File: src/rtl/mcs4_pkg.sv
// Shared MCS-4 ROM definitions: bus widths and the host access FSM states.
package mcs4_pkg;

    localparam int unsigned ROM_ADDR_W = 12;
    localparam int unsigned ROM_DATA_W = 8;

    typedef enum logic [1:0] {
        IDLE  = 2'd0,
        GRANT = 2'd1,
        CAPT  = 2'd2,
        ACK   = 2'd3
    } host_state_e;

endpackage

File: src/rtl/i4001_rom_window.sv
// Tracks the CPU ROM access window (first A3 cycle through the cycle after M2 falls)
// and flags the cycles in which a host access may be granted.
module i4001_rom_window (
    input  logic sysclk,
    input  logic poc,
    input  logic a22,
    input  logic a32,
    input  logic m11,
    input  logic m22,
    output logic win,
    output logic host_ok
);

    logic win_q;
    logic m22_q;

    always_ff @(posedge sysclk) begin
        if (poc) begin
            win_q <= 1'b0;
            m22_q <= 1'b0;
        end else begin
            m22_q <= m22;
            if (a32) begin
                win_q <= 1'b1;
            end else if (m22_q && !m22) begin
                win_q <= 1'b0;
            end
        end
    end

    // a32 opens the window combinationally so its first cycle already belongs to the CPU
    assign win = win_q | a32;

    // A2 is excluded so a 3-cycle host access always finishes before A3 starts
    assign host_ok = ~win & ~a22 & ~a32 & ~m11;

endmodule

File: src/rtl/i4001_rom_ctrl.sv
// Arbitrates one synchronous BRAM between i4001 fetches and a host maintenance port.
// Build option: MCS4_ROM_HOST_WRITE_EN enables host writes; otherwise writes are refused.
module i4001_rom_ctrl
    import mcs4_pkg::*;
#(
    parameter int unsigned ADDR_W = ROM_ADDR_W,
    parameter int unsigned DATA_W = ROM_DATA_W
) (
    input  logic              sysclk,
    input  logic              poc,
    input  logic              a22,
    input  logic              a32,
    input  logic              m11,
    input  logic              m22,
    input  logic [ADDR_W-1:0] rom_addr,
    output logic [DATA_W-1:0] rom_data,
    output logic [ADDR_W-1:0] bram_addr,
    output logic              bram_we,
    output logic [DATA_W-1:0] bram_wdata,
    input  logic [DATA_W-1:0] bram_rdata,
    input  logic              host_req,
    input  logic              host_we,
    input  logic [ADDR_W-1:0] host_addr,
    input  logic [DATA_W-1:0] host_wdata,
    output logic              host_ack,
    output logic              host_err,
    output logic [DATA_W-1:0] host_rdata
);

    host_state_e state_q;
    host_state_e state_d;
    logic        win;
    logic        host_ok;
    logic        write_refused_c;

    i4001_rom_window u_window (
        .sysclk  (sysclk),
        .poc     (poc),
        .a22     (a22),
        .a32     (a32),
        .m11     (m11),
        .m22     (m22),
        .win     (win),
        .host_ok (host_ok)
    );

`ifdef MCS4_ROM_HOST_WRITE_EN
    assign write_refused_c = 1'b0;
`else
    assign write_refused_c = host_we;
`endif

    always_ff @(posedge sysclk) begin
        if (poc) begin
            state_q <= IDLE;
        end else begin
            state_q <= state_d;
        end
    end

    always_comb begin
        state_d = state_q;
        case (state_q)
            IDLE:    if (host_req && host_ok) state_d = GRANT;
            GRANT:   state_d = CAPT;
            CAPT:    state_d = ACK;
            ACK:     state_d = IDLE;
            default: state_d = IDLE;
        endcase
    end

    // BRAM port mux: CPU owns it inside the window, the host only in GRANT
    always_comb begin
        bram_addr  = '0;
        bram_we    = 1'b0;
        bram_wdata = '0;
        if (!poc) begin
            if (win) begin
                bram_addr = rom_addr;
            end else if (state_q == GRANT) begin
                bram_addr  = host_addr;
                bram_wdata = host_wdata;
`ifdef MCS4_ROM_HOST_WRITE_EN
                bram_we    = host_we;
`endif
            end
        end
    end

    // Read data returns during CAPT, so results are registered there to be valid with the ack
    always_ff @(posedge sysclk) begin
        if (poc) begin
            rom_data   <= '0;
            host_ack   <= 1'b0;
            host_err   <= 1'b0;
            host_rdata <= '0;
        end else begin
            if (win) begin
                rom_data <= bram_rdata;
            end
            host_ack <= (state_q == CAPT);
            host_err <= (state_q == CAPT) && write_refused_c;
            if (state_q == CAPT && !host_we) begin
                host_rdata <= bram_rdata;
            end
        end
    end

endmodule

File: config.mk
export PLATFORM = sky130hd
export DESIGN_NAME = i4001_rom_ctrl
export DESIGN_NICKNAME = d
export VERILOG_FILES = /design/src/rtl/mcs4_pkg.sv /design/src/rtl/i4001_rom_window.sv /design/src/rtl/i4001_rom_ctrl.sv
export SDC_FILE = /design/constraint.sdc
export NUM_CORES = 1
export LEC_CHECK = 0
export CAP_MARGIN = 20
export CORE_ASPECT_RATIO = 0.5
export CORE_MARGIN = 2
export CORE_UTILIZATION = 30
export DETAILED_ROUTE_END_ITERATION = 16
export GPL_TIMING_DRIVEN = 0
export MAX_ROUTING_LAYER = met4
export PLACE_DENSITY = 0.77
export SLEW_MARGIN = 20
export SYNTH_ARGS = -nofsm -noshare
export SYNTH_HDL_FRONTEND = slang
export SYNTH_SLANG_ARGS = --single-unit
export TNS_END_PERCENT = 10
File: constraint.sdc
create_clock -name sysclk -period 1.2 [get_ports sysclk]
set_input_delay 0.24 -clock sysclk [delete_from_list [all_inputs] [get_ports sysclk]]
set_output_delay 0.24 -clock sysclk [all_outputs]
set_load 0.005 [all_outputs]
# [Yosys cells after proc, flatten, opt, wreduce, memory -nomap -nowiden]
# Index checks and enable logic that the tools add are counted.
[classes] eq_ne=4 n_mux=10 bitwise_logic=8 n_reduce_logical=8
[ops] cell="12-bit two-way mux" n=3
[ops] cell="8-bit two-way mux" n=3
[ops] cell="2-bit one-hot mux with 4 select lines" n=1
[ops] cell="2-bit == test (second input constant)" n=2
[ops] cell="1-bit logical AND" n=4
[ops] cell="1-bit inverter" n=4
[ops] cell="1-bit AND" n=3
[ops] cell="2-bit by 1-bit == test with 1-bit output (second input constant)" n=1
[ops] cell="1-bit logical NOT" n=2
[ops] cell="2-bit logical NOT" n=1
[ops] cell="1-bit two-way mux" n=2
[ops] cell="2-bit two-way mux" n=1
[ops] cell="2-bit != test (second input constant)" n=1
[ops] cell="2-bit nonzero test" n=1
[ops] cell="1-bit bitwise OR" n=1
[word_totals] out_inout_bits=39 wordCells=37 input_bits=48 reg_bits=22

# [Longest topological paths before layout]
[depth] ltp_word=8 mapped_depth=6 mapped_depth_nobuf=5

# [Cells and area by module]
# Synthesis repeated with hierarchy kept, for this count alone.
[hier_totals] hier_cells=106 hier_area_um2=1087.3
[modules_own_cells] mod="i4001_rom_ctrl" cells_each=98 area_per_inst_um2=1008.5 n_inst=1
[modules_own_cells] mod="i4001_rom_window" cells_each=8 area_per_inst_um2=78.8 n_inst=1

# [Worst setup path before layout]
# No wires, ideal clock.
[synth_path] path_kind="register -> output" startpoint="reg state_q[1]" endpoint="out bram_addr[10]" path_stages_with_launch=6 slack_ns=-0.153 n_path_buf=1 required_ns=0.960 arrival_ns=1.113 path_cell_list="dfxtp_1 > inv_1 > ha_1 > clkbuf_1 > nand3_1 > a21oi_1"
[synth_via] elab_chain_cells=4
[synth_lines] element="start, declared" line="i4001_rom_ctrl.sv:30" text="host_state_e state_q;"
[synth_lines] element="start signal, assigned" line="i4001_rom_ctrl.sv:57" text="state_q <= state_d;"
[synth_lines] element="2-bit by 1-bit == test with 1-bit output" line="i4001_rom_ctrl.sv:80" text="end else if (state_q == GRANT) begin"
[synth_lines] element="12-bit two-way mux" line="i4001_rom_ctrl.sv:80"
[synth_lines] element="12-bit two-way mux" line="i4001_rom_ctrl.sv:78" text="if (win) begin"
[synth_lines] element="12-bit two-way mux" line="i4001_rom_ctrl.sv:77" text="if (!poc) begin"
[synth_lines] element="end, declared" line="i4001_rom_ctrl.sv:17" text="output logic [ADDR_W-1:0] bram_addr,"
# Every way passes these cells.

# [Final worst setup path]
[layout_path] startpoint="reg state_q[1]" endpoint="out bram_wdata[0]"
[layout_via] elab_chain_cells=4
[layout_lines] element="2-bit by 1-bit == test with 1-bit output" line="i4001_rom_ctrl.sv:80"
[layout_lines] element="8-bit two-way mux" line="i4001_rom_ctrl.sv:80"
[layout_lines] element="8-bit two-way mux" line="i4001_rom_ctrl.sv:78"
[layout_lines] element="8-bit two-way mux" line="i4001_rom_ctrl.sv:77"
[layout_lines] element="end, declared" line="i4001_rom_ctrl.sv:19" text="output logic [DATA_W-1:0] bram_wdata,"
# Every way passes these cells.

==> results.yml <==
detailed_routing:
  vias_per_cell: 4.661
  wl_per_cell_um: 13.15
  wl_mm: 3.958
  drt_iter0_drc: 45
  vias: 1403
  drtPass1Iterations: 4
  postRouteAntennaNets: 0
  route.detailed.drc: 0
clocking:
  cts-root-buf: "clkbuf_8"
  clock_latency_ns: 0.26
  cts.clk_slew.worst_paths_ns: 0.08
  postCtsHoldBufs: 0
  clk_path_buf_depth: 2
  htreeDepth: 1
  cts_tree: "done"
  cts.sink_count: 22
  numCtsBuffers: 3
sta:
  report.final.slew_viol_count: 0
  layout_setup_ws_ns: -0.5103
  tns_ns: -9.409
  worst_clock_skew_ns: 0.001336
  period_share_pct: 142.5
  rsz0062_at_grt: "yes"
  finalSetupViolations: 38
  relSlewSlack_pct: 65.14
  hold_ws_ns: 0.3410
  tightest_slew_ns: 0.5230
  max_freq_ghz: 0.5847
  layout_min_cycle_time_ns: 1.710
  hold_violations: 0
worst_hold_path:
  hp-class: "in -> reg"
floorplan:
  die_y_um: 47.16
  start_util_pct: 32.01
  die-area_um2: 4258
  core-area_um2: 3491
  placementRows: 15
  die_w_um: 90.31
  ioPinCount: 87
power:
  power.switching_w: 0.0007775
  intPower_w: 0.001839
  swShare_pct: 29.71
  pwr-share-clk_pct: 26.8
  p_leak_nw: 0.9799
  comb_power_share_pct: 40.2
  power_density_nw_per_um2: 1192
  seqPwrFrac_pct: 33.0
  ir_drop_uv: 551.4
place:
  port_buffers: 84
  place_hpwl_mm: 2.896
  place_inst: 288
  routabilityCongestion: 0.7961
synthesis:
  synthAdderAreaFrac_pct: 4.479
  synth.largest_area_cell: "dfxtp_1"
  synth_top_area_share_pct: 39.42
  synth_area_per_cell_um2: 7.303
  synth_compound_area_share_pct: 15.45
  yosys.area_share.xor_xnor_pct: 0
  ys_warn_count: 0
  mappedNetlistArea_um2: 1117
  ys_seq_area_share_pct: 39.42
  synthTopCellsByArea: "dfxtp_1, nand2_1, a21oi_1"
  muxShareOfSynthArea_pct: 0.8959
  synth_cells: 153
  yosys.area_share.simple_pct: 33.15
  ys_types: 22
  ys_seq_elements: 22
  syn-num-nets: 205
  synth_top_family_by_area: "simple AND/OR/NAND/NOR gates"
run_status:
  status: "finished with violations"
  violations: "negative setup slack"
cells_and_area:
  num_antenna_cells: 0
  layout-drive-gt1-share_pct: 26.80
  final_common_cell: "clkdlybuf4s50_1"
  finalNetCount: 303
  fin_cells: 301
  final_cell_mix: "clkdlybuf4s50_1, nand2_1, a21oi_1"
  fin_util_pct: 62.90
  syn_to_final_growth_pct: 96.53
worst_setup_path:
  r2r_setup_slack_ns: -0.10
  critPathRequiredTime_ns: 0.96
  worst_setup_path_end_kind: "output pin"
  crit_type: "reg -> out"
  start_kind: "flip-flop"
  critical_path.max_fanout: 4
  critPathArrivalTime_ns: 1.47
global_routing:
  antenna_found_initial: 0
  grt_overflow: 0
  grt_pass1_wl_mm: 6.044
  grt_start_max_net_pins: 14
  grt_usage_pct: 18.23
  first_global_vias: 1317
run:
  drv_cap: 0
timing repair:
| item | 4_1_cts | 5_1_grt |
|---|---|---|
| gates resized for setup | 135 | 20 |
| hold endpoints to repair | 0 | 0 |
| setup endpoints to repair | 56 | 38 |
| pin swaps | 13 | 12 |
| gates cloned | 1 | 1 |
| buffers inserted | 8 | 1 |
logic make-up (layout without fill, tap and decap cells):
kind of cell | count (synthesis) | count (layout)
buf+inv | 15 | 112
simple gates | 78 | 78
flops | 22 | 22
fa+ha+maj | 4 | 4
compound gates | 32 | 32
mux | 1 | 1
other cells | 1 | 1
cell usage after synthesis:
library cell  count
nor3b_4           1
buf_4             1
dfxtp_1          22
clkbuf_1          9
buf_2             2
and2_1            9
o21ai_1           1
nand3_1          12
or3b_1            1
a211oi_2          1
nand2b_1          4
inv_1             2
nor2_1            3
o211a_1           1
mux2i_1           1
nand2_1          44
conb_1            1
buf_6             1
or2_1             1
nor2b_1           3
ha_1              4
a21oi_1          29
metrics by stage:
step	total power, W	setup slack (ns)	instance area [um^2]
global route	0.002766	-0.5634	2196
CTS	0.002567	-0.5797	2130
global placement	0.001740	-1.069	2023
floorplan	0.001325	-0.07178	1119
detailed placement	0.001777	-1.069	2023
finish	0.002617	-0.5103	2196
worst max-delay path: stages, from the launching register on:
cell and delay, ns:
dfxtp_2 0.37, inv_4 0.05, ha_4 0.17, nor3b_4 0.15, buf_6 0.13, buf_6 0.10, and2_4 0.12, buf_6 0.10
final timing paths:
check,startpoint,to,depth (start not counted)
setup / recovery,state_q[1],bram_wdata[0],7
hold / removal,poc,u_window.m22_q,2
setup reg to reg,u_window.win_q,state_q[0],5
hold reg to reg,host_rdata[5],host_rdata[5],2
power by group through the flow:
stage | Combinational [W] | Clock, W | Sequential, W
after floorplan | 0.000468 | 0 | 0.000857
after CTS | 0.00100 | 0.000701 | 0.000862
final | 0.00105 | 0.000700 | 0.000864
after global routing | 0.00116 | 0.000739 | 0.000872
after global placement | 0.000884 | 0 | 0.000856
after detailed placement | 0.000919 | 0 | 0.000858
metal layers:
layer  share of wire (%)  track usage (%)  routed length (um)
met5                   0                -                   0
met4                0.33            2.462                  13
met3                 4.8            4.334                 191
met2                  52            36.09                2066
met1                  43            20.08                1687
sequential cells by signal (all words and copies together) (netlist names):
signal / cells
host_rdata: 8
rom_data: 8
state_q: 2
host_ack: 1
host_err: 1
u_window.m22_q: 1
u_window.win_q: 1
area by class of cell:
class                   count  area [um^2]
fillers                   319         1295
repair buffers             94        835.8
multi-input cells         116        670.6
flip-flops and latches     22        450.4
plain buffers              12        93.84
well taps                  51        63.81
clock buffers               3        41.29
clock inverters             1        30.03
inverters                   2        10.01
Power figures use the tool's default switching activity.
